<file path="src/rtl/loader_pkg.sv">
// Shared types and defaults for the instruction-memory program loader.
// The CSUM state only exists when PROGRAM_LOADER_CHECKSUM_EN is defined.
package loader_pkg;

    localparam int unsigned LOADER_DEPTH   = 32;
    localparam int unsigned LOADER_ADDR_W  = 5;
    // Largest word count an 8-bit header byte can express.
    localparam int unsigned LOADER_HDR_MAX = 255;

    typedef enum logic [2:0] {
        ST_IDLE,
        ST_HDR,
        ST_HI,
        ST_LO,
        ST_WRITE,
        ST_DONE,
        ST_ERR
`ifdef PROGRAM_LOADER_CHECKSUM_EN
        , ST_CSUM
`endif
    } loader_state_e;

endpackage

</file>
<file path="src/rtl/program_loader.sv">
// Fills the instruction memory from a byte stream, then releases the core.
// Optional trailing XOR checksum byte: define PROGRAM_LOADER_CHECKSUM_EN.
//
// state | meaning
// IDLE  | waiting for start, core held in reset
// HDR   | accept word count N (1..DEPTH)
// HI    | accept high byte of the current word
// LO    | accept low byte of the current word
// WRITE | one-cycle memory write strobe, advance address
// CSUM  | accept and compare checksum byte (checksum build only)
// DONE  | program loaded, core released (sticky)
// ERR   | load aborted, core held in reset (sticky)
module program_loader
    import loader_pkg::*;
#(
    parameter int unsigned DEPTH  = LOADER_DEPTH,
    parameter int unsigned ADDR_W = LOADER_ADDR_W
) (
    input  logic              clk,
    input  logic              resetn,
    input  logic              start,
    input  logic [7:0]        byte_in,
    input  logic              byte_valid,
    output logic              byte_ready,
    output logic [15:0]       instruction_input,
    output logic              mem_write,
    output logic [ADDR_W-1:0] load_addr,
    output logic              cpu_resetn,
    output logic              done,
    output logic              error
);

    localparam logic [7:0] HDR_LIMIT =
        8'((DEPTH < LOADER_HDR_MAX) ? DEPTH : LOADER_HDR_MAX);
    localparam logic [ADDR_W:0]   CNT_ONE  = (ADDR_W+1)'(1);
    localparam logic [ADDR_W-1:0] ADDR_ONE = ADDR_W'(1);

    loader_state_e     state_q, state_d;
    // Counter and N need one extra bit so that N == DEPTH is representable.
    logic [ADDR_W:0]   cnt_q, cnt_d;
    logic [ADDR_W:0]   n_q, n_d;
    logic [ADDR_W:0]   cnt_inc;
    logic [ADDR_W-1:0] addr_q, addr_d;
    logic [15:0]       instr_q, instr_d;
    logic              ready_q;
    logic              wr_q;
    logic              done_q;
    logic              err_q;
    logic              xfer;
`ifdef PROGRAM_LOADER_CHECKSUM_EN
    logic [7:0]        csum_q, csum_d;
`endif

    assign xfer    = byte_valid && ready_q;
    assign cnt_inc = cnt_q + CNT_ONE;

    always_comb begin
        state_d = state_q;
        cnt_d   = cnt_q;
        n_d     = n_q;
        addr_d  = addr_q;
        instr_d = instr_q;
`ifdef PROGRAM_LOADER_CHECKSUM_EN
        csum_d  = csum_q;
`endif
        case (state_q)
            ST_IDLE, ST_DONE, ST_ERR: begin
                if (start) state_d = ST_HDR;
            end
            ST_HDR: begin
                if (xfer) begin
                    if (byte_in == 8'd0 || byte_in > HDR_LIMIT) begin
                        state_d = ST_ERR;
                    end else begin
                        n_d     = byte_in[ADDR_W:0];
                        cnt_d   = '0;
                        addr_d  = '0;
                        state_d = ST_HI;
                    end
`ifdef PROGRAM_LOADER_CHECKSUM_EN
                    csum_d = byte_in;
`endif
                end
            end
            ST_HI: begin
                if (xfer) begin
                    instr_d[15:8] = byte_in;
                    state_d       = ST_LO;
`ifdef PROGRAM_LOADER_CHECKSUM_EN
                    csum_d        = csum_q ^ byte_in;
`endif
                end
            end
            ST_LO: begin
                if (xfer) begin
                    instr_d[7:0] = byte_in;
                    state_d      = ST_WRITE;
`ifdef PROGRAM_LOADER_CHECKSUM_EN
                    csum_d       = csum_q ^ byte_in;
`endif
                end
            end
            ST_WRITE: begin
                cnt_d  = cnt_inc;
                addr_d = addr_q + ADDR_ONE;
                if (cnt_inc == n_q) begin
`ifdef PROGRAM_LOADER_CHECKSUM_EN
                    state_d = ST_CSUM;
`else
                    state_d = ST_DONE;
`endif
                end else begin
                    state_d = ST_HI;
                end
            end
`ifdef PROGRAM_LOADER_CHECKSUM_EN
            ST_CSUM: begin
                if (xfer) state_d = (byte_in == csum_q) ? ST_DONE : ST_ERR;
            end
`endif
            default: state_d = ST_IDLE;
        endcase
    end

    // Handshake and status outputs are registered from the next state so they
    // line up exactly with the state they describe.
    always_ff @(posedge clk or negedge resetn) begin
        if (!resetn) begin
            state_q <= ST_IDLE;
            cnt_q   <= '0;
            n_q     <= '0;
            addr_q  <= '0;
            instr_q <= '0;
            ready_q <= 1'b0;
            wr_q    <= 1'b0;
            done_q  <= 1'b0;
            err_q   <= 1'b0;
`ifdef PROGRAM_LOADER_CHECKSUM_EN
            csum_q  <= '0;
`endif
        end else begin
            state_q <= state_d;
            cnt_q   <= cnt_d;
            n_q     <= n_d;
            addr_q  <= addr_d;
            instr_q <= instr_d;
`ifdef PROGRAM_LOADER_CHECKSUM_EN
            ready_q <= state_d inside {ST_HDR, ST_HI, ST_LO, ST_CSUM};
            csum_q  <= csum_d;
`else
            ready_q <= state_d inside {ST_HDR, ST_HI, ST_LO};
`endif
            wr_q    <= (state_d == ST_WRITE);
            done_q  <= (state_d == ST_DONE);
            err_q   <= (state_d == ST_ERR);
        end
    end

    assign byte_ready        = ready_q;
    assign instruction_input = instr_q;
    assign mem_write         = wr_q;
    assign load_addr         = addr_q;
    assign cpu_resetn        = done_q;
    assign done              = done_q;
    assign error             = err_q;

endmodule

</file>
<file path="config.mk">
export PLATFORM = sky130hd
export DESIGN_NAME = program_loader
export DESIGN_NICKNAME = d
export VERILOG_FILES = /design/src/rtl/loader_pkg.sv /design/src/rtl/program_loader.sv
export SDC_FILE = /design/constraint.sdc
export NUM_CORES = 1
export LEC_CHECK = 0
export CAP_MARGIN = 20
export CORE_UTILIZATION = 35
export CTS_CLUSTER_DIAMETER = 50
export DETAILED_ROUTE_END_ITERATION = 16
export DONT_BUFFER_PORTS = 1
export MAX_ROUTING_LAYER = met4
export PLACE_DENSITY_LB_ADDON = 0.05
export SETUP_SLACK_MARGIN = 0.3
export SYNTH_ARGS = -nofsm -noshare
export SYNTH_HDL_FRONTEND = slang
export SYNTH_SLANG_ARGS = --single-unit
export TNS_END_PERCENT = 30
</file>
<file path="constraint.sdc">
create_clock -name clk -period 5.8 [get_ports clk]
set_clock_uncertainty 0.05 [all_clocks]
set_input_delay 1.16 -clock clk [delete_from_list [all_inputs] [get_ports clk]]
set_output_delay 1.16 -clock clk [all_outputs]
set_load 0.02 [all_outputs]
</file>
Word-level counts from Yosys, hierarchy flattened
Index checks and enable logic that the tools add are counted.

Reduce and logical (&&, ||, !) cells: 11. $add $sub $neg: 2. Bitwise operators: 1. Magnitude comparators: 1. Muxes and demuxes: 13. Eq/ne operators: 15.

Operator list (number): == test 3 bit, second input constant (6); two-way mux 3 bit (6); case mux 3 bit (5 select lines) (1); == test 3 x 2 -> 1 bit, second input constant (4); two-way mux 6 bit (2); case mux 6 bit (2 select lines) (1); two-way mux 5 bit (2); case mux 5 bit (2 select lines) (1); greater-than comparator 8 x 6 -> 1 bit, second input constant (1); logical NOT 8 bit (1); adder 6 x 1 -> 6 bit, second input constant (1); == test 3 x 1 -> 1 bit, second input constant (2); == test 6 bit (1); AND reduction 3 bit (2); adder 5 x 1 -> 5 bit, second input constant (1); inequality test 2 bit, second input constant (2); AND reduction 2 bit (2); logical NOT 3 bit (1); nonzero test 3 bit (1); OR reduction 3 bit (1); nonzero test 2 bit (1); logical AND 1 bit (1); logical OR 1 bit (1); NOT 1 bit (1).

Input bits: 12. Output and inout port bits: 26. Register bits after elaboration: 40. Word-level logic and storage cells: 53.

Depth between registers and ports, before layout
Gate-level depths: netlist of the first run.

Depth in word-level cells: 7. Gate-level depth with buffers: 7. Mapped depth without buffers: 6.

Worst setup path after synthesis of the first run
No wires, ideal clock.

Path kind: in2reg. Start point: in byte_in[0]. End point: reg n_q[4]. Data required time: 5623 ps. Stages on the path: 5. Slack: 3272 ps. Setup time: 127 ps. Arrival time: 2350 ps. Path buffers: 1. Path through: nor4_2 -> and4_1 -> o21ba_2 -> buf_4 -> mux2_1.

Word-level cells in the longest chain between the ends: 4. Elaborated cells between the ends (all ways): 5. Classes of those cells: 1 x order compare; 1 x bitwise; 3 x reduce/logical.

Ends and longest elaborated chain: start, declared (line program_loader.sv:22) `input logic [7:0] byte_in,`; greater-than comparator 8 x 6 -> 1 bit or logical NOT 8 bit (tied branches) (line program_loader.sv:72) `if (byte_in == 8'd0 || byte_in > HDR_LIMIT) begin`; logical OR 1 bit (*) (line program_loader.sv:72); NOT 1 bit (no line) (*); AND reduction 3 bit (no line) (*); end signal, assigned (line program_loader.sv:144) `n_q <= n_d;`; end, declared (line program_loader.sv:41) `logic [ADDR_W:0] n_q, n_d;`.

Every way passes the cells marked *; elsewhere a longest branch is shown, timed or not. A chain may end at the register's enable or synchronous reset.

Worst setup path after layout of the first run
Start point: in byte_in[0]. End point: reg n_q[3].

Same word-level chain as after synthesis.

==> key figures, run 1 <==
Outcome
  • Status: complete, no violations

Floorplan
  • Die Ht: 75.7 um
  • Initial Util: a little under two fifths
  • Core area: 5170 um2
  • Chip width: between 70 and 80 um
  • Std cell rows: 26
  • # IOs: 38
  • Total die area: approximately 5700 um2

Clock network
  • Clock transition at the registers of the reported paths: 0.08 ns
  • CTS Sinks: 40
  • Cts hold-fix bufs: 0
  • Resized Gates After CTS: 0
  • CTS tree: yes
  • Clk buf depth: 2
  • CTS Buf Count: 5
  • Clock root cell: clkbuf_8
  • Postcts setup bufs: 0
  • Number of H-tree levels: 2
  • Worst-skew pair later-pin latency: approximately 0.29 ns

Synth
  • Mapped Nets: 168
  • Top-area cell type share of the netlist area: about 53%
  • Distinct cells, synth: 43
  • Register area share after synthesis: a little over half
  • FF+latch count, synth: 40
  • Synth top area cells: dfrtp_1 (53%), mux2_1 (13%), nand2_1 (3.0%), xnor2_1 (2.8%), xor2_1 (2.8%)
  • Post-synthesis async set-or-reset flop share: 100%
  • Mapped cell area: ~1900 um2
  • Cells after Synth: 154
  • Cell taking the most area after synthesis: dfrtp_1
  • EDFF count, synth: 0
  • Mean Syn Cell Area: between 10 and 15 um2
  • YS warnings: 0
  • Synth Flop Type: dfrtp_1

Global routing
  • Number of global-route vias before repair: approximately 1200
  • Total GRT Usage: between 15 and 20%
  • First-pass GRT wire length: between 6 and 7 mm
  • Initial antenna violation count: 0
  • Congestion Overflow GR: 0
  • Largest net degree at the start of global routing: just over 40

Drt
  • Routed wire per std cell: ~16 um
  • Total number of vias: around 1200
  • Iter 0 DRT Violations: 24
  • Drt via density: between 5 and 6
  • DR pass1 iterations: 4
  • Drt total wl: about 3.7 mm
  • Post-route ant nets: 0
  • Residual DRC: 0

Setup path
  • Crit Path Class: in2reg
  • Crit path arrival time: about 2.4 ns
  • CP max FO: 14
  • CP required: 5.92 ns
  • Endpoint class of the critical path: flip-flop
  • CP Launch Type: input pin

Power
  • Power per cell area: ~560 nW/um2
  • Power share of the combinational group: between 20% and 30%
  • Pleak: roughly 0.0009 uW
  • Clock network power share: about 20%
  • Sw Share: between 30% and 40%
  • Internal Pwr Total: about 700 uW
  • Switching power: 459 uW
  • Total power draw: ~1200 uW
  • Peak supply drop: 208 uV
  • Sequential Power Share: between 50% and 60%

Place
  • GP Congestion: 0.743
  • PortBufs: 0
  • DP HPWL: around 2.7 mm

Timing
  • Setup TNS: 0 ns
  • Final critical-path share of the clock period: about two fifths
  • Fin. max-slew vios: 0
  • Minimum clock period after layout: 2.30 ns
  • Slew headroom: roughly 66%
  • Fmax: 436 MHz
  • Tightest Pin Transition: 0.511 ns
  • Final setup violation count: 0
  • Final hold vios: 0
  • RSZ-0062 raised after global routing: no

Min path
  • Hold crit path type: reg2reg

Layout
  • Register area: 1000 um2
  • Final nets: 168
  • Area Growth Syn to Fin: 8.56%
  • Antenna diode count: 0
  • Share of post-route cells with drive strength above 1: between 10% and 20%
  • Multi-input gate area: ~850 um2
  • Fillers: 510

Flow run
  • Max Cap Viol: 0
logic make-up after synthesis:
family                   Yosys count  share of synthesized area (%)
AO/OA/AOI/OAI                     19                           7.11
XOR/XNOR                          14                           7.97
adder cells (fa/ha/maj)            2                           1.32
buffers and inverters              9                           2.31
flip-flops                        40                           52.7
multiplexers                      25                           14.6
AND/OR/NAND/NOR                   45                           14.0
power by group through the flow:
stage | sequential, uW | combinational [uW] | clock, uW
4_1_cts | 630 | 312 | 234
6_report | 628 | 306 | 226
2_1_floorplan | 585 | 292 | 0
5_1_grt | 651 | 348 | 252
3_5_place_dp | 635 | 311 | 0
3_3_place_gp | 632 | 299 | 0
registers in the layout (all words and copies together) (netlist names), 3 cells and up:
signal,flops
instruction_input,16
cnt_q,6
n_q,6
load_addr,5
state_q,3
layout make-up:
type | count | area share (%)
Clock inverter | 3 | 2.06
Multi-Input combinational cell | 105 | 41.4
Sequential cell | 40 | 48.5
Clock buffer | 5 | 3.34
Inverter | 2 | 0.364
Tap cell | 70 | 4.25
synthesized netlist by cell type (2+ instances only):
cell type,count
dfrtp_1,40
mux2_1,22
nand2_1,15
nor2_1,7
xnor2_1,6
xor2_1,6
o21ai_1,5
o21ai_0,4
clkbuf_1,3
mux2i_1,3
nand3_1,3
and3_1,2
and3b_1,2
buf_2,2
buf_4,2
ha_1,2
inv_1,2
nand4_1,2
nor3b_1,2
cells in the final DEF, fill, tap and decap left out, drive strengths merged, types with 2 or more instances in the layout:
master,instances
inv,2
nor3b,3
nand2,15
and3,3
o21ai,9
clkbuf,5
nand4,2
xor2,6
nor2,8
and3b,2
nand3,4
dfrtp,40
mux2,22
ha,2
mux2i,3
xnor2,6
metrics by stage:
| step | cells | hold slack (ns) | setup WS [ns] | area [um2] | utilization (%) |
|---|---|---|---|---|---|
| 2_1_floorplan | 154 | 0.421 | 3.27 | 1900 | - |
| 3_3_place_gp | 217 | 0.451 | 3.21 | 1950 | 37.7 |
| 3_5_place_dp | 217 | 0.452 | 3.18 | 1950 | 37.7 |
| 4_1_cts | 225 | 0.467 | 3.50 | 2060 | 39.9 |
| 5_1_grt | 225 | 0.482 | 3.41 | 2060 | 39.9 |
| 6_report | 225 | 0.464 | 3.50 | 2060 | 39.9 |
worst paths after layout:
| check | endpoint | start | slack (ns) | cells past startpoint |
|---|---|---|---|---|
| worst max-delay path | n_q[3] | byte_in[0] | 3.50 | 4 |
| worst min-delay path | n_q[1] | n_q[1] | 0.46 | 1 |
| worst max register to register | byte_ready | cnt_q[0] | 3.72 | 6 |
| worst min register to register | n_q[1] | n_q[1] | 0.46 | 1 |
| max in group asynchronous | cnt_q[0] | resetn | 5.10 | 0 |
| min in group asynchronous | mem_write | resetn | 0.51 | 0 |
layer usage:
metal	track usage, %	up-vias	part of all wire (%)
met4	5.14	0	0.52
met3	5.03	2	5.8
li1	-	542	-
met2	24.5	30	49
met5	-	-	0
met1	18.6	608	45
critical path, cell delays in order:
cell and delay, ns:
nor4_2 0.31, and4_1 0.25, o21ba_2 0.34, mux2_1 0.36
Power figures use the tool's default switching activity.
==> run 2, diff against run 1 <==
- ABC_AREA: unset -> 1
- clock period: 5.8 -> 2.3 ns (I/O delays scaled with it)
==> run 2 against run 1 <==
  * Wire length increased by 25%
  * Critical endpoint is now byte_ready
  * Non-clock buffer count increased by 7
  * Area after synthesis increased by 6.1%
  * Hold slack got worse by 0.19 ns
  * Flip-flop and latch count unchanged
  * Largest power group unchanged
  * Critical path depth increased by 8
  * Worst setup slack got worse by 3.0 ns
  * Total power increased to 2.7 times the previous value
  * Register-to-register slack got worse by 3.2 ns
  * Clock-buffer cell count unchanged
  * Via count increased by 35%
  * Largest cell class unchanged
==> key figures, run 2 <==
Setup path
  • Top cell by count, worst path: nand2_1
  • Crit path arrival time: 1.95 ns (-0.47 ns)
  • CP max FO: 4 (-10)
  • Crit. Startpoint: cnt_q[0]
  • Endpoint class of the critical path: flip-flop
  • Critical Path Sink: byte_ready
  • Buf+Inv Stages, Crit Path: 1 (+1)
  • Cell depth of the worst setup path: 12 (+8)
  • CP required: 2.44 ns (-3.48 ns)
  • Reg2Reg Depth: 12 (+6)
  • CP delay by family, top: simple AND/OR/NAND/NOR gates
  • Highest-delay cell along the critical path: dfrtp_2
  • CP Launch Type: flip-flop
  • Worst flop-to-flop path endpoint: byte_ready
  • Worst-path cell chain: ha_2, inv_1, nand2_1, nand2_1, nor2_1, nand3_1, nor2_2, nand3_2, nand2_1, nand2_1, nor2_1, nor2_1
  • Reg-to-Reg Start: cnt_q[0]
  • Crit Path Class: reg2reg
  • Worst path max stage delay: 0.44 ns (+0.08 ns)
  • R2R Setup Slk: 0.49 ns (-3.23 ns)

Synth
  • Cell taking the most area after synthesis: dfrtp_1
  • Synth top area cells: dfrtp_1 (50%), nand2_1 (12%), o21ai_0 (8.2%), inv_1 (6.0%), nand3_1 (4.5%)
  • Mapped cell area: 2010 um2 (+6.1%)
  • Cells after Synth: 250 (+62%)
  • Post-synthesis async set-or-reset flop share: 100% (unchanged)
  • Synth Flop Type: dfrtp_1
  • Top-area cell type share of the netlist area: 49.7% (-3.0 points)
  • Mapped Nets: 264 (+57%)
  • Distinct cells, synth: 26 (-40%)
  • Most common cell in the netlist: nand2_1
  • EDFF count, synth: 0 (unchanged)
  • FF+latch count, synth: 40 (unchanged)
  • Mean Syn Cell Area: 8.06 um2 (-35%)
  • Synth cell count leaders: nand2_1 (64), dfrtp_1 (40), o21ai_0 (33), inv_1 (32), nor2_1 (19)
  • YS warnings: 0 (unchanged)
  • Register area share after synthesis: 49.7% (-3.0 points)

Layout
  • Finished Core Util: 40.2% (+0.38 points)
  • Most frequent cells in the layout: nand2_1 (64), dfrtp_1 (38), o21ai_0 (33)
  • Antenna diode count: 0 (unchanged)
  • Area Growth Syn to Fin: 10.7%
  • Most common cell after layout, fill and taps aside: nand2_1
  • Share of post-route cells with drive strength above 1: 16.2% (+5.2 points)
  • Final nets: 272 (+62%)
  • Register area: 1000 um2 (+0.25%)
  • Fillers: 598 (+17%)
  • Max reg flops: 16 (unchanged)
  • Design Area, Final: 2230 um2 (+8.1%)
  • Multi-input gate area: 843 um2 (-1.3%)

Floorplan
  • Std cell rows: 27 (+3.8%)
  • Die Ht: 77.9 um (+2.9%)
  • Chip width: 77.9 um (+2.9%)
  • Core area: 5540 um2 (+7.1%)
  • Total die area: 6060 um2 (+5.9%)
  • Initial Util: 36.4% (-0.36 points)
  • # IOs: 38 (unchanged)

Power
  • Total power draw: 3180 uW (+170%)
  • Peak supply drop: 541 uV (+160%)
  • Pleak: 0.00111 uW (+22%)
  • Power per cell area: 1430 nW/um2 (+150%)

Drt
  • Post-route ant nets: 0 (unchanged)
  • Total number of vias: 1597 (+35%)
  • Iter 0 DRT Violations: 55 (+130%)
  • Drt via density: 4.82 (-8.2%)
  • Residual DRC: 0 (unchanged)
  • Drt total wl: 4.58 mm (+25%)
  • Routed wire per std cell: 13.8 um (-15%)
  • DR pass1 iterations: 4 (unchanged)

Clock network
  • Clk buf depth: 2 (unchanged)
  • Clock transition at the registers of the reported paths: 0.08 ns (about the same)
  • Number of H-tree levels: 2 (unchanged)
  • Worst-skew pair later-pin latency: 0.29 ns (about the same)
  • CTS tree: yes
  • CTS Buf Count: 5 (unchanged)
  • Clock root cell: clkbuf_8
  • CTS Sinks: 40 (unchanged)

Global routing
  • Largest net degree at the start of global routing: 41 (unchanged)
  • Congestion Overflow GR: 0 (unchanged)
  • Initial antenna violation count: 0 (unchanged)
  • Total GRT Usage: 17.7% (+2.3 points)
  • First-pass GRT wire length: 7.86 mm (+28%)
  • Number of global-route vias before repair: 1606 (+29%)

Min path
  • Hold crit path type: in2reg

Timing
  • Final hold vios: 0 (unchanged)
  • Fin. max-slew vios: 0 (unchanged)
  • Final setup violation count: 0 (unchanged)
  • Minimum clock period after layout: between 1.5 and 2 ns
  • Tightest Pin Transition: 0.344 ns (-0.167 ns)
  • RSZ-0062 raised after global routing: no
  • Fmax: 552 MHz
  • Final critical-path share of the clock period: approximately 80%
  • Setup TNS: 0 ns (unchanged)
  • Slew headroom: 76.8% (+11 points)

Flow run
  • Max Cap Viol: 0 (unchanged)

Place
  • GP Congestion: 0.737 (-0.83%)
  • Placed Area: 2080 um2 (+6.7%)
  • DP HPWL: 3.28 mm (+23%)
  • PortBufs: 0 (unchanged)

Outcome
  • Status: complete, no violations
-- run 2: power by group --
group          switching, uW  internal [uW]  total, uW
clock network            256            211        467
logic                    714            435       1150
registers                547           1020       1570
-- run 2: cell type report --
class | count | area share [%]
Clock buffer | 5 | 3.09
Clock inverter | 3 | 0.842
Inverter | 36 | 6.17
Multi-Input combinational cell | 168 | 37.8
Sequential cell | 40 | 45.0
Tap cell | 72 | 4.04
Timing Repair Buffer | 7 | 3.03
-- run 2: logic make-up after synthesis --
| kind of cell | Yosys count | synth area share (%) |
|---|---|---|
| buffers and inverters | 42 | 8.70 |
| flip-flops | 40 | 49.7 |
| AO/OA/AOI/OAI | 42 | 11.2 |
| XOR/XNOR | 1 | 0.435 |
| AND/OR/NAND/NOR | 123 | 28.7 |
| adder cells (fa/ha/maj) | 2 | 1.24 |
-- run 2: worst min-delay path by stage --
| stage | depth (start not counted) | slack, ns | to | start |
|---|---|---|---|---|
| final | 2 | 0.27 | instruction_input[15] | byte_in[7] |
| after global routing | 2 | 0.27 | instruction_input[15] | byte_in[7] |
| after CTS | 2 | 0.27 | instruction_input[15] | byte_in[7] |
| after detailed placement | 0 | 0.12 | cnt_q[3] | resetn |
| after global placement | 0 | 0.12 | cnt_q[3] | resetn |
| after floorplan | 0 | 0.11 | byte_ready | resetn |
-- run 2: through the flow --
stage	cells	hold slack (ns)	worst slack, ns
after detailed placement	318	0.116	0.447
after floorplan	250	0.114	0.692
after global placement	318	0.116	0.457
after global routing	331	0.265	0.336
final	331	0.272	0.489
after CTS	328	0.267	0.442
-- run 2: worst register-to-register path, stage by stage (launching register included) --
cell and delay, ns:
dfrtp_2 0.44, ha_2 0.33, inv_1 0.05, nand2_1 0.05, nand2_1 0.05, nor2_1 0.14, nand3_1 0.12, nor2_2 0.12
nand3_2 0.10, nand2_1 0.07, nand2_1 0.06, nor2_1 0.09, nor2_1 0.05
-- run 2: what timing repair did --
item                                    in CTS  in global routing
hold buffers                                 2                  0
buffers inserted                             0                  3
resized for setup                            0                  4
endpoints found under the setup margin       0                  2
hold endpoints to repair                    40                  0
-- run 2: routing by layer --
layer  routed length (um)  track usage [%]
met5                    0                -
met4                   68             6.79
met1                 2170             21.9
met2                 2180             28.1
met3                  165             4.35
